<file path="src/rtl/uart_pkg.sv">
// -----------------------------------------------------------------------------
// uart_pkg
// Shared definitions for the blackjack UART link (used by uart_encoder and
// uart_decoder).
// Byte format on the wire: [7:4] payload, [3:0] slot index.
// Slot 0 carries the flags: payload = {2'b00, deal, dealer_finished}.
// -----------------------------------------------------------------------------
package uart_pkg;

    localparam int unsigned SLOT_W = 4;
    localparam int unsigned CARD_W = 4;

    localparam logic [SLOT_W-1:0] SLOT_FLAGS = 4'd0;

    // Bit positions of the flags within a slot-0 byte
    localparam int unsigned DEAL_BIT = 5;
    localparam int unsigned DFIN_BIT = 4;

    typedef logic [CARD_W-1:0] card_t;

    typedef enum logic [1:0] {
        HUNT,
        COLLECT,
        COMMIT
    } dec_state_t;

endpackage

</file>
<file path="src/rtl/uart_decoder.sv">
// -----------------------------------------------------------------------------
// uart_decoder
// Receive side of the blackjack UART link. Pops bytes from the RX FIFO,
// reassembles the status frame (slot 0 = flags, slots 1..NUM_CARDS = dealer
// cards) into a shadow buffer and commits it atomically to the remote_*
// outputs together with a one-cycle frame_valid strobe. Sequence errors
// produce a one-cycle frame_err strobe and never disturb the outputs.
//
// Optional feature: define UART_DEC_TIMEOUT_EN to abort a frame after
// TIMEOUT_CYCLES idle clocks in COLLECT (frame_err pulse, back to HUNT).
//
// Ports
//   clk                     system clock
//   rst_n                   asynchronous active-low reset
//   rx_empty                RX FIFO empty (r_data valid when 0, FWFT)
//   r_data[7:0]             RX FIFO head byte
//   rd_uart                 RX FIFO pop, registered 1-cycle pulse
//   remote_deal             committed slot-0 bit 5
//   remote_dealer_finished  committed slot-0 bit 4
//   remote_card_values      committed dealer cards [0:NUM_CARDS-1]
//   frame_valid             1-cycle pulse on commit
//   frame_err               1-cycle pulse on sequence error / timeout
// -----------------------------------------------------------------------------
module uart_decoder
    import uart_pkg::*;
#(
    parameter int unsigned NUM_CARDS      = 9,
    parameter int unsigned TIMEOUT_CYCLES = 100_000
) (
    input  logic                    clk,
    input  logic                    rst_n,
    input  logic                    rx_empty,
    input  logic [7:0]              r_data,
    output logic                    rd_uart,
    output logic                    remote_deal,
    output logic                    remote_dealer_finished,
    output card_t [0:NUM_CARDS-1]   remote_card_values,
    output logic                    frame_valid,
    output logic                    frame_err
);

    localparam logic [SLOT_W-1:0] LAST_SLOT = SLOT_W'(NUM_CARDS);

    logic [7:0]             byte_q;
    dec_state_t             state;
    logic [SLOT_W-1:0]      exp_slot;
    logic                   shadow_deal;
    logic                   shadow_dfin;
    card_t [0:NUM_CARDS-1]  shadow_cards;

    logic [SLOT_W-1:0]      slot;
    card_t                  payload;
    logic [SLOT_W-1:0]      card_idx;

    assign slot     = byte_q[SLOT_W-1:0];
    assign payload  = byte_q[7:4];
    assign card_idx = exp_slot - 1'b1;

    // Byte fetch: capture the head and pop it on the following cycle. No
    // capture while rd_uart is high, so the same head is never taken twice.
    // The captured byte is processed in the cycle rd_uart is high.
    always_ff @(posedge clk or negedge rst_n) begin
        if (!rst_n) begin
            byte_q  <= '0;
            rd_uart <= 1'b0;
        end else if (!rx_empty && !rd_uart) begin
            byte_q  <= r_data;
            rd_uart <= 1'b1;
        end else begin
            rd_uart <= 1'b0;
        end
    end

`ifdef UART_DEC_TIMEOUT_EN
    logic [31:0] idle_cnt;
`else
    // Timeout disabled: the parameter is kept only for interface compatibility.
    if (TIMEOUT_CYCLES == 0) begin : g_timeout_unused
    end
`endif

    always_ff @(posedge clk or negedge rst_n) begin
        if (!rst_n) begin
            state                  <= HUNT;
            exp_slot               <= '0;
            shadow_deal            <= 1'b0;
            shadow_dfin            <= 1'b0;
            shadow_cards           <= '0;
            remote_deal            <= 1'b0;
            remote_dealer_finished <= 1'b0;
            remote_card_values     <= '0;
            frame_valid            <= 1'b0;
            frame_err              <= 1'b0;
`ifdef UART_DEC_TIMEOUT_EN
            idle_cnt               <= '0;
`endif
        end else begin
            frame_valid <= 1'b0;
            frame_err   <= 1'b0;
`ifdef UART_DEC_TIMEOUT_EN
            idle_cnt    <= '0;
`endif
            case (state)
                HUNT: begin
                    if (rd_uart && slot == SLOT_FLAGS) begin
                        shadow_deal <= byte_q[DEAL_BIT];
                        shadow_dfin <= byte_q[DFIN_BIT];
                        exp_slot    <= 4'd1;
                        state       <= COLLECT;
                    end
                end

                COLLECT: begin
                    if (rd_uart) begin
                        if (slot == exp_slot) begin
                            shadow_cards[card_idx] <= payload;
                            if (exp_slot == LAST_SLOT) begin
                                state <= COMMIT;
                            end else begin
                                exp_slot <= exp_slot + 1'b1;
                            end
                        end else if (slot == SLOT_FLAGS) begin
                            // A fresh flags byte restarts the frame in place
                            frame_err   <= 1'b1;
                            shadow_deal <= byte_q[DEAL_BIT];
                            shadow_dfin <= byte_q[DFIN_BIT];
                            exp_slot    <= 4'd1;
                        end else begin
                            frame_err <= 1'b1;
                            state     <= HUNT;
                        end
                    end
`ifdef UART_DEC_TIMEOUT_EN
                    else if (idle_cnt == 32'(TIMEOUT_CYCLES - 1)) begin
                        frame_err <= 1'b1;
                        state     <= HUNT;
                    end else begin
                        idle_cnt <= idle_cnt + 32'd1;
                    end
`endif
                end

                COMMIT: begin
                    remote_deal            <= shadow_deal;
                    remote_dealer_finished <= shadow_dfin;
                    remote_card_values     <= shadow_cards;
                    frame_valid            <= 1'b1;
                    state                  <= HUNT;
                end

                default: state <= HUNT;
            endcase
        end
    end

endmodule
</file>
<file path="config.mk">
export PLATFORM = sky130hd
export DESIGN_NAME = uart_decoder
export DESIGN_NICKNAME = d
export VERILOG_FILES = /design/src/rtl/uart_pkg.sv /design/src/rtl/uart_decoder.sv
export SDC_FILE = /design/constraint.sdc
export NUM_CORES = 1
export LEC_CHECK = 0
export ABC_CLOCK_PERIOD_IN_PS = 2290
export CAP_MARGIN = 20
export CORE_MARGIN = 1.5
export CORE_UTILIZATION = 54
export DETAILED_ROUTE_END_ITERATION = 7
export PLACE_DENSITY = 0.77
export SLEW_MARGIN = 30
export SYNTH_ARGS = -nofsm -noshare
export SYNTH_HDL_FRONTEND = slang
export SYNTH_SLANG_ARGS = --single-unit
export TNS_END_PERCENT = 20
</file>
<file path="constraint.sdc">
create_clock -name clk -period 2.29 [get_ports clk]
set_input_delay 0.229 -clock clk [delete_from_list [all_inputs] [get_ports clk]]
set_output_delay 0.229 -clock clk [all_outputs]
set_load 0.03 [all_outputs]
</file>
-- Word level (Yosys, flattened, before mapping)
Cells that the tools add are included.
- input bits: 11
- register bits after elaboration: 93
- output and inout port bits: 41
- logic and storage cells: 87
- muxes and demuxes: 30
- reductions and logical operators: 12
- add/subtract/negate cells: 2
- bitwise operators: 1
- equal/unequal tests: 12
- order comparisons: 2
- operators with widths (operator ; count):
    36-bit bitwise mux ; 1
    4-bit 2-to-1 mux ; 6
    4-bit demux with 4-bit select ; 1
    1-bit 2-to-1 mux ; 13
    3-bit != test (second input constant) ; 4
    2-bit 2-to-1 mux ; 5
    5-bit AND reduction ; 2
    2-bit != test (second input constant) ; 4
    4-bit case mux with 2 select lines ; 1
    5-bit >= comparator (second input constant) ; 1
    5-bit by 1-bit less-than comparator with 1-bit output (second input constant) ; 1
    4-bit NOT with 5-bit output ; 1
    4-bit by 1-bit adder with 4-bit output (second input constant) ; 1
    4-bit equality test ; 1
    4-bit equality test (second input constant) ; 1
    4-bit logical NOT ; 1
    1-bit case mux with 2 select lines ; 2
    2-bit case mux with 2 select lines ; 1
    4-bit AND reduction ; 1
    4-bit by 1-bit subtractor with 4-bit output (second input constant) ; 1
    1-bit logical AND ; 3
    3-bit AND reduction ; 1
    2-bit by 1-bit equality test with 1-bit output (second input constant) ; 1
    2-bit equality test (second input constant) ; 1
    other kinds (3) ; 4

-- Depth between registers and ports, before layout
Gate-level depths: netlist of the first run.
- depth in word-level cells: 7
- depth in mapped cells: 8
- mapped depth without buffers: 7

-- Worst setup path before layout of the first run
Ideal clock, no wire load.
- path type: register to register
- start point: reg exp_slot[0]
- end point: reg shadow_cards[27] (netlist bit)
- path buffers: 1
- required time: 2162 ps
- stages on the path, launching flop included: 9
- clock period less this slack: 2070 ps
- setup time: 128 ps
- setup slack: 220 ps
- arrival time: 1943 ps
- cell sequence: dfrtp_1 -> inv_1 -> ha_1 -> nor2_1 -> a21oi_1 -> o21ai_1 -> and3_1 -> buf_4 -> mux2_1
- cells in the longest elaborated chain, start to end: 7
- elaborated cells on any way between the ends: 10
- those cells by class: add/sub: 1; order compare: 2; eq/ne: 1; mux: 3; bitwise: 1; reduce/logical: 2
- ends and longest elaborated chain (what ; line ; source):
    from (decl) ; uart_decoder.sv:46 ; logic [SLOT_W-1:0] exp_slot;
    from (signal assigned) ; uart_decoder.sv:120 ; exp_slot <= exp_slot + 1'b1;
    4-bit by 1-bit subtractor with 4-bit output ; uart_decoder.sv:57 ; assign card_idx = exp_slot - 1'b1;
    4-bit NOT with 5-bit output (not written as such) ; uart_decoder.sv:116 ; shadow_cards[card_idx] <= payload;
    5-bit >= comparator (not written as such) / 5-bit by 1-bit less-than comparator with 1-bit output (equally long branches) ; uart_decoder.sv:116 ;
    1-bit logical AND (not written as such) ; uart_decoder.sv:116 ;
    4-bit 2-to-1 mux (not written as such) ; uart_decoder.sv:116 ;
    4-bit demux with 4-bit select ; uart_decoder.sv:116 ;
    36-bit bitwise mux ; uart_decoder.sv:116 ;
    to (signal, indexed assignment) ; uart_decoder.sv:116 ;
    to (decl) ; uart_decoder.sv:49 ; card_t [0:NUM_CARDS-1] shadow_cards;
Several ways; a longest one is shown, not always the timed one.
A chain may end at the register's enable or synchronous reset.

-- Worst setup path in the final report of the first run
- start point: reg exp_slot[1]
- end point: reg shadow_cards[24] (netlist bit)
The elaborated chain is that of the path after synthesis.

==> flow_metrics.py, run 1 <==
metrics = {
    "status": {
        "outcome": "finished clean",
    },
    "cells_and_area": {
        "postLayoutCellArea_um2": 4690,
        "n_fill_cell": 516,
        "post-route-util_pct": 68.6,
        "area_growth_pct": 21.5,
        "stdcell_count": 415,
        "num_antenna_cells": 0,
        "final_common_cell": "dfrtp_1",
        "drive_gt1_share_pct": 32.3,
        "fin_nets": 332,
        "layout_common_cells": "dfrtp_1 (93), mux2_2 (70), clkdlybuf4s50_1 (50), mux2_1 (14), clkbuf_8 (10)",
    },
    "timing": {
        "period_share_pct": 89.8,
        "max_clock_freq_mhz": 486,
        "maxSlewViolCount": 0,
        "hold_viol_final": 0,
        "slew_headroom_pct": 61.4,
        "fin_crit_ps": 2060,
        "setup_viol": 0,
        "rsz0062_at_grt": "false",
        "fin_skew_ps": 12.7,
        "setup_tns_ps": 0,
        "tightest_slew_ps": 578,
    },
    "power": {
        "leakage_nw": 2.31,
        "power_switching_uw": 880,
        "internal-power_mw": 2.43,
        "pwr-share-comb_pct": 13.0,
        "power_density_nw_per_um2": 706,
        "p_clk_share_pct": 32.9,
        "pwr-share-seq_pct": 54.1,
        "peakVddDrop_uv": 503,
        "p_sw_share_pct": 26.6,
    },
    "grt": {
        "met3_usage_pct": 3.32,
        "globalRouteTotalUtil_pct": 19.3,
        "use_met1_pct": 28.0,
        "grt_max_degree": 49,
        "busiest_layer": "met2",
        "grtUsageMet2_pct": 28.3,
        "overflow": 0,
        "grt_pass1_wl_mm": 11.0,
        "antenna_found_initial": 0,
        "grt_pass1_vias": 2130,
    },
    "clock_network": {
        "cts_buffers": 9,
        "cts_buffer_depth": 2,
        "clkSlewWorstSetupHoldPaths_ps": 90,
        "cts_root_buffer": "clkbuf_8",
        "cts-resized-gates": 0,
        "h-tree-depth": 3,
        "cts_tree": "built",
        "insertion_delay_ps": 350,
        "cts.sinks": 93,
    },
    "synth": {
        "seq_area_frac_synth_pct": 60.4,
        "avgSynthCellArea_um2": 14.9,
        "syn_inst": 259,
        "synth_cell_types": 35,
        "synth_warnings": 0,
        "synth-seq-cells": 93,
        "synth-async-reset-ratio_pct": 100,
        "netlist_area_um2": 3860,
        "synthFlopType": "dfrtp_1",
        "synth_edf_count": 0,
        "syn-num-nets": 277,
    },
    "place": {
        "post-place-cells": 398,
        "hpwl_mm": 4.51,
        "postPlaceCellArea_um2": 4480,
        "io_buffers": 51,
        "gp_congestion": 0.831,
    },
    "die": {
        "die_area_um2": 7660,
        "core_area_um2": 6830,
        "io_pins": 52,
        "rows": 30,
        "die_h_um": 87.5,
        "start_util_pct": 56.4,
        "die_x_um": 87.5,
    },
    "critical_path": {
        "slowest_stage": "dfrtp_1",
        "crit_arrival_ps": 2290,
        "r2r_cells": 7,
        "cp-start-kind": "flop",
        "critPathCaptureType": "flop",
        "r2r_slack_ps": 230,
        "worstReg2RegStart": "exp_slot[1]$_DFFE_PN0P_",
        "critPathKind": "reg2reg",
        "crit_chain": "inv_1 -> ha_1 -> and2_1 -> a21oi_1 -> o21ai_1 -> and3_1 -> mux2_1",
        "critPathTopFamily": "simple AND/OR/NAND/NOR gates",
        "crit_buf_inv": 1,
        "crit_fanout": 5,
        "r2r-end": "shadow_cards[24]$_DFFE_PN0P_",
        "slowest_delay_ps": 380,
        "worstPathRequired_ps": 2520,
    },
    "route": {
        "wl_mm": 6.55,
        "drc": 0,
        "num_vias": 2164,
        "post_drt_wl_per_cell_um": 15.8,
        "dr.pass1.iters": 4,
        "viasPerCell": 5.21,
        "ant_nets": 0,
        "drtIter0Drc": 80,
    },
    "worst_hold_path": {
        "hp-class": "in2async",
    },
    "flow_run": {
        "drv_cap": 0,
    },
}
## worst reg2reg max path: stages, from the launching register on
cell	delay [ps]
dfrtp_1	380
inv_1	140
ha_1	240
and2_1	150
a21oi_1	50
o21ai_1	310
and3_1	330
mux2_1	340
## logic make-up after synthesis
| group | synth area share [%] |
|---|---|
| AO/OA/AOI/OAI | 2.01 |
| adder cells (fa/ha/maj) | 2.27 |
| XOR/XNOR | 1.53 |
| AND/OR/NAND/NOR | 6.91 |
| multiplexers | 24.8 |
| buffers and inverters | 2.14 |
| flip-flops | 60.4 |
## area by class of cell
type	instances	area, um2	share of cell area, %
Multi-Input combinational cell	150	1450	30.9
Clock inverter	6	61.3	1.31
Inverter	3	11.3	0.240
Sequential cell	93	2330	49.7
Clock buffer	10	138	2.94
Timing Repair Buffer	57	581	12.4
Tap cell	96	120	2.56
## cells in the mapped netlist (all sizes together) (2+ instances only)
cell     n  area share (%)
nand3    9             1.9
mux2    84              25
o21ai    5            0.65
nor2     6             1.0
and3     3            0.49
clkbuf   4            0.39
nor2b    6            0.97
nor3     2            0.26
xnor2    5             1.5
ha       7             2.3
inv      3            0.29
a21oi    3            0.39
nand2    6            0.58
and4     2            0.45
o21a     2            0.39
buf      9             1.5
dfrtp   93              60
## timing repair
action,4_1_cts,5_1_grt
setup buffers,0,0
hold buffers,1,0
endpoints found under the hold margin,45,0
setup endpoints to repair,0,0
## state kept, by name, indices dropped and copies added (netlist names)
register	flops
byte_q	8
exp_slot	4
frame_err	1
frame_valid	1
rd_uart	1
remote_card_values	36
remote_deal	1
remote_dealer_finished	1
shadow_cards	36
shadow_deal	1
shadow_dfin	1
state	2
## layer usage
metal	vias to the layer above	wire length, um
met1	1093	3180
li1	1016	-
met2	47	3050
met4	0	110
met3	8	209
met5	-	0
## power groups by stage
stage / Combinational (mW) / Sequential (mW) / Clock [mW]
final: 0.430 / 1.79 / 1.09
after global routing: 0.482 / 1.80 / 1.18
after CTS: 0.433 / 1.79 / 1.11
after detailed placement: 0.430 / 1.82 / 0
after global placement: 0.421 / 1.82 / 0
after floorplan: 0.290 / 1.80 / 0
## metrics by stage
step                      setup slack, ps  hold slack (ps)  total power [mW]
after CTS                             249              428              3.34
after global routing                 64.3              484              3.46
after floorplan                       220            -66.6              2.09
final                                 233              417              3.31
after global placement                291              271              2.24
after detailed placement              248              270              2.25
## worst max-delay path by stage
stage	endpoint	startpoint	cells past startpoint	slack [ps]
floorplan	shadow_cards[27]$_DFFE_PN0P_	exp_slot[0]$_DFFE_PN0P_	8	220
global route	shadow_cards[3]$_DFFE_PN0P_	exp_slot[0]$_DFFE_PN0P_	6	60
global placement	shadow_cards[24]$_DFFE_PN0P_	exp_slot[0]$_DFFE_PN0P_	6	290
CTS	shadow_cards[24]$_DFFE_PN0P_	exp_slot[1]$_DFFE_PN0P_	7	250
detailed placement	shadow_cards[27]$_DFFE_PN0P_	exp_slot[1]$_DFFE_PN0P_	7	250
finish	shadow_cards[24]$_DFFE_PN0P_	exp_slot[1]$_DFFE_PN0P_	7	230
No activity file was read; power rests on OpenSTA's default activity.
==> run 2, diff against run 1 <==
- ABC_CLOCK_PERIOD_IN_PS: 2290 -> 2600
- CORE_UTILIZATION: 54 -> 58
- PLACE_DENSITY: 0.77 -> 0.82
- clock period: 2.29 -> 2.6 ns (I/O delays scaled with it)
==> run 2 against run 1 <==
Compared with the run above:
- die area shrank 6.7%
- count of clock-buffer cells in the layout shrank 1
- power shrank 9.1%
- critical path type unchanged
- largest power group unchanged
- sequential power shrank 12%
- sequential share of layout area grew 0.16 points
- design area shrank 0.32%
- highest routed layer unchanged
- clock power shrank 4%
- register-to-register slack gained 96 ps
==> flow_metrics.py, run 2 (synthesized netlist as in run 1, its figures left out) <==
metrics = {
    "power": {
        "leakage_nw": 2.31,
        "power_density_nw_per_um2": 644,
        "peakVddDrop_uv": 386,
    },
    "cells_and_area": {
        "fin_nets": 332,
        "area_growth_pct": 21.2,
        "ff_latch_area_um2": 2330,
        "n_fill_cell": 434,
        "final_common_cell": "dfrtp_1",
        "multi_input_area_um2": 1450,
        "drive_gt1_share_pct": 32.3,
        "reg.largest.list": "remote_card_values (36), shadow_cards (36), byte_q (8)",
        "postLayoutCellArea_um2": 4670,
        "num_antenna_cells": 0,
        "layout_common_cells": "dfrtp_1 (93), mux2_2 (70), clkdlybuf4s50_1 (50), mux2_1 (14), clkbuf_8 (9)",
    },
    "critical_path": {
        "r2r-end": "shadow_cards[26]$_DFFE_PN0P_",
        "worstReg2RegStart": "exp_slot[1]$_DFFE_PN0P_",
        "critPathKind": "reg2reg",
        "r2r_cells": 7,
        "crit_fanout": 8,
        "endpoint": "shadow_cards[26]$_DFFE_PN0P_",
        "crit_arrival_ps": 2510,
        "critPathCaptureType": "flop",
        "r2r_slack_ps": 330,
        "worstPathRequired_ps": 2830,
        "cp-start-kind": "flop",
        "crit_start": "exp_slot[1]$_DFFE_PN0P_",
    },
    "die": {
        "die_x_um": 84.5,
        "rows": 29,
        "start_util_pct": 60.4,
        "io_pins": 52,
        "core_area_um2": 6390,
        "die_h_um": 84.5,
        "die_area_um2": 7150,
    },
    "grt": {
        "grt_max_degree": 55,
        "grt_pass1_vias": 2248,
        "antenna_found_initial": 0,
        "globalRouteTotalUtil_pct": 19.8,
        "overflow": 0,
        "grt_pass1_wl_mm": 10.9,
    },
    "timing": {
        "max_clock_freq_mhz": 440,
        "rsz0062_at_grt": "false",
        "slew_headroom_pct": 55.9,
        "tightest_slew_ps": 661,
        "fin_crit_ps": 2270,
        "setup_tns_ps": 0,
        "setup_viol": 0,
        "maxSlewViolCount": 0,
        "period_share_pct": 87.3,
        "fin_skew_ps": 11.1,
        "hold_viol_final": 0,
    },
    "route": {
        "drtIter0Drc": 52,
        "dr.pass1.iters": 4,
        "post_drt_wl_per_cell_um": 16.6,
        "num_vias": 2193,
        "ant_nets": 0,
        "wl_mm": 6.57,
        "viasPerCell": 5.54,
        "drc": 0,
    },
    "clock_network": {
        "cts_buffer_depth": 2,
        "cts_tree": "built",
        "insertion_delay_ps": 360,
        "cts_root_buffer": "clkbuf_8",
        "cts-resized-gates": 0,
        "clkSlewWorstSetupHoldPaths_ps": 90,
        "cts_buffers": 9,
        "h-tree-depth": 3,
        "cts.sinks": 93,
    },
    "place": {
        "postPlaceCellArea_um2": 4440,
        "hpwl_mm": 4.65,
        "gp_congestion": 0.847,
        "io_buffers": 51,
    },
    "status": {
        "outcome": "finished clean",
    },
    "worst_hold_path": {
        "hp-class": "in2async",
    },
    "flow_run": {
        "drv_cap": 0,
    },
}
==> run 2: routing by layer <==
| layer | up-vias | GRT usage, % | part of all wire (%) |
|---|---|---|---|
| met3 | 14 | 3.34 | 3.4 |
| li1 | 1021 | - | - |
| met1 | 1098 | 27.0 | 47 |
| met4 | 0 | 9.82 | 2.1 |
| met5 | - | 0 | 0 |
| met2 | 60 | 31.2 | 48 |
==> run 2: area by class of cell <==
class	count	share of cell area, %
well taps	77	2.06
repair buffers	57	12.2
inverters	3	0.241
multi-input cells	150	31.0
clock inverters	7	2.06
clock buffers	9	2.65
flip-flops and latches	93	49.8
==> run 2: where the power goes <==
| part | leakage, nW | switching, mW | internal, mW |
|---|---|---|---|
| combinational | 0.927 | 0.215 | 0.156 |
| clock | 0.114 | 0.505 | 0.548 |
| sequential | 1.27 | 0.0744 | 1.51 |
==> run 2: repair_timing <==
| action | in CTS | in global routing |
|---|---|---|
| setup buffers | 0 | 0 |
| hold endpoints to repair | 51 | 0 |
| endpoints found under the setup margin | 0 | 0 |
| hold buffers | 1 | 0 |
==> run 2: per-stage QoR <==
stage / instances / utilization, % / setup slack, ps / hold slack (ps) / total power [mW]
after floorplan: 259 / - / 530 / -35.6 / 1.84
after global placement: 379 / 69.6 / 490 / 334 / 1.96
after detailed placement: 379 / 69.6 / 360 / 338 / 1.98
after CTS: 396 / 73.2 / 356 / 486 / 3.04
after global routing: 396 / 73.2 / 149 / 509 / 3.13
final: 396 / 73.2 / 329 / 469 / 3.01
==> run 2: worst min path at each step <==
| stage | slack (ps) | endpoint | cells after the start |
|---|---|---|---|
| 6_report | 470 | shadow_cards[21]$_DFFE_PN0P_ | 2 |
| 3_5_place_dp | 340 | shadow_cards[20]$_DFFE_PN0P_ | 1 |
| 2_1_floorplan | -40 | byte_q[0]$_DFFE_PN0P_ | 0 |
| 5_1_grt | 510 | byte_q[4]$_DFFE_PN0P_ | 2 |
| 3_3_place_gp | 330 | shadow_cards[21]$_DFFE_PN0P_ | 1 |
| 4_1_cts | 490 | shadow_cards[21]$_DFFE_PN0P_ | 2 |
==> run 2: critical path: stages (launching register included) <==
cell     delay, ps
dfrtp_1        490
inv_1          150
ha_1           250
nor2_1         190
a21oi_1        120
o21ai_1        300
and3_1         320
mux2_1         350
==> run 3, diff against run 2 <==
- CTS_CLUSTER_SIZE: not set -> 24
- GPL_TIMING_DRIVEN: not set -> 0
- TNS_END_PERCENT: 20 -> 30
==> run 3 against run 2 <==
Compared with the run above:
- global-route usage rose by 0.50 points
- hold slack got worse by 120 ps
- die area did not move
- critical path depth rose by 1
- highest routed layer unchanged
- via count rose by 2.3%
==> flow_metrics.py, run 3 (synthesized netlist as in run 1, its figures left out) <==
metrics = {
    "die": {
        "die_h_um": 84.5,
        "start_util_pct": 60.4,
        "die_area_um2": 7150,
        "core_area_um2": 6390,
        "die_x_um": 84.5,
        "rows": 29,
        "io_pins": 52,
    },
    "timing": {
        "maxSlewViolCount": 0,
        "setup_viol": 0,
        "hold_viol_final": 0,
        "setup_tns_ps": 0,
        "holdWs_ps": 349,
        "fin_skew_ps": 11.3,
        "period_share_pct": 91.1,
        "max_clock_freq_mhz": 422,
        "slew_headroom_pct": 53.6,
        "fin_crit_ps": 2370,
        "rsz0062_at_grt": "false",
        "layout_setup_ws_ps": 231,
        "tightest_slew_ps": 693,
    },
    "grt": {
        "overflow": 0,
        "grt_pass1_wl_mm": 11.3,
        "busiest_layer": "met2",
        "grtUsageMet2_pct": 33.5,
        "globalRouteTotalUtil_pct": 20.3,
        "antenna_found_initial": 0,
        "grt_pass1_vias": 2354,
        "use_met1_pct": 27.0,
        "grt_max_degree": 64,
        "met3_usage_pct": 3.74,
    },
    "power": {
        "p_clk_share_pct": 29.2,
        "peakVddDrop_uv": 358,
        "internal-power_mw": 2.00,
        "power_switching_uw": 748,
        "pwr-share-seq_pct": 57.3,
        "leakage_nw": 2.31,
        "p_sw_share_pct": 27.2,
        "pwr-share-comb_pct": 13.5,
        "p_total_mw": 2.75,
        "power_density_nw_per_um2": 589,
    },
    "cells_and_area": {
        "post-route-util_pct": 73.0,
        "final_common_cell": "dfrtp_1",
        "drive_gt1_share_pct": 31.4,
        "stdcell_count": 405,
        "num_antenna_cells": 0,
        "layout_common_cells": "dfrtp_1 (93), mux2_2 (70), clkdlybuf4s50_1 (50), mux2_1 (14), clkbuf_8 (9)",
        "fin_nets": 341,
        "postLayoutCellArea_um2": 4660,
        "reg.largest.list": "remote_card_values (36), shadow_cards (36), byte_q (8)",
        "area_growth_pct": 20.9,
    },
    "critical_path": {
        "critPathKind": "reg2reg",
        "crit_fanout": 11,
        "crit_start": "exp_slot[0]$_DFFE_PN0P_",
        "critPathCaptureType": "flop",
        "worstPathRequired_ps": 2830,
        "endpoint": "shadow_cards[29]$_DFFE_PN0P_",
        "r2r-end": "shadow_cards[29]$_DFFE_PN0P_",
        "slowest_delay_ps": 570,
        "r2r_slack_ps": 230,
        "slowest_stage": "dfrtp_1",
        "crit_chain": "inv_1 -> ha_1 -> nor2_1 -> a21oi_1 -> o21ai_1 -> and3_1 -> buf_4 -> mux2_1",
        "crit_arrival_ps": 2600,
        "r2r_cells": 8,
        "cp-start-kind": "flop",
        "worstReg2RegStart": "exp_slot[0]$_DFFE_PN0P_",
    },
    "place": {
        "postPlaceCellArea_um2": 4490,
        "hpwl_mm": 4.72,
        "post-place-cells": 388,
        "gp_congestion": 0.797,
        "place_ws_ps": 237,
        "io_buffers": 51,
    },
    "route": {
        "wl_mm": 6.57,
        "viasPerCell": 5.54,
        "drc": 0,
        "num_vias": 2243,
        "ant_nets": 0,
        "post_drt_wl_per_cell_um": 16.2,
        "drtIter0Drc": 74,
        "dr.pass1.iters": 4,
    },
    "clock_network": {
        "h-tree-depth": 3,
        "cts_buffer_depth": 2,
        "cts-resized-gates": 0,
        "insertion_delay_ps": 340,
        "cts.sinks": 93,
        "cts_tree": "built",
        "cts_root_buffer": "clkbuf_8",
        "post-cts-setup-buffers": 0,
        "postCtsHoldBufs": 1,
        "cts_buffers": 9,
        "clkSlewWorstSetupHoldPaths_ps": 80,
    },
    "status": {
        "outcome": "finished clean",
    },
    "worst_hold_path": {
        "hp-class": "in2async",
    },
    "flow_run": {
        "drv_cap": 0,
    },
}
-- run 3: changes by cell type in the layout (fill, tap and decap cells not counted), moves of 2 or more --
cell / before / now
buf_6: 0 / 2
buf_4: 5 / 3
inv_6: 3 / 0
buf_2: 0 / 3
clkinv_2: 2 / 4
bufinv_16: 2 / 0
clkbuf_1: 0 / 6
buf_1: 0 / 2
-- run 3: worst max-delay path, delay by kind of cell (launching register included) --
family | cells | cell delay, ps
AO/OA/AOI/OAI | 2 | 400
buffers and inverters | 2 | 300
AND/OR/NAND/NOR | 2 | 380
flip-flops | 1 | 570
adder cells (fa/ha/maj) | 1 | 270
multiplexers | 1 | 330
-- run 3: cell type report --
type	count	area (um2)
Fill cell	430	1730
Sequential cell	93	2330
Multi-Input combinational cell	150	1450
Clock buffer	11	131
Tap cell	77	96.3
Buffer	13	71.3
Clock inverter	5	27.5
Inverter	3	11.3
Timing Repair Buffer	53	549
-- run 3: metal layers --
layer / routed length, um / up-vias
li1: - / 1035
met1: 2960 / 1153
met2: 3300 / 45
met3: 200 / 10
met4: 110 / 0
met5: 0 / -
-- run 3: power by group through the flow --
stage          registers (mW)  clock network (mW)  logic, mW
3_5_place_dp             1.60                   0      0.371
6_report                 1.57               0.803      0.369
4_1_cts                  1.57               0.822      0.373
2_1_floorplan            1.59                   0      0.256
3_3_place_gp             1.60                   0      0.350
5_1_grt                  1.59               0.885      0.415
-- run 3: how the worst min path moves through the flow --
stage / endpoint / slack (ps) / cells after the start
after global routing: remote_card_values[21]$_DFFE_PN0P_ / 370 / 2
final: remote_card_values[21]$_DFFE_PN0P_ / 350 / 2
after floorplan: byte_q[0]$_DFFE_PN0P_ / -40 / 0
after global placement: shadow_cards[28]$_DFFE_PN0P_ / 470 / 1
after detailed placement: remote_card_values[21]$_DFFE_PN0P_ / 150 / 1
after CTS: remote_card_values[21]$_DFFE_PN0P_ / 340 / 2
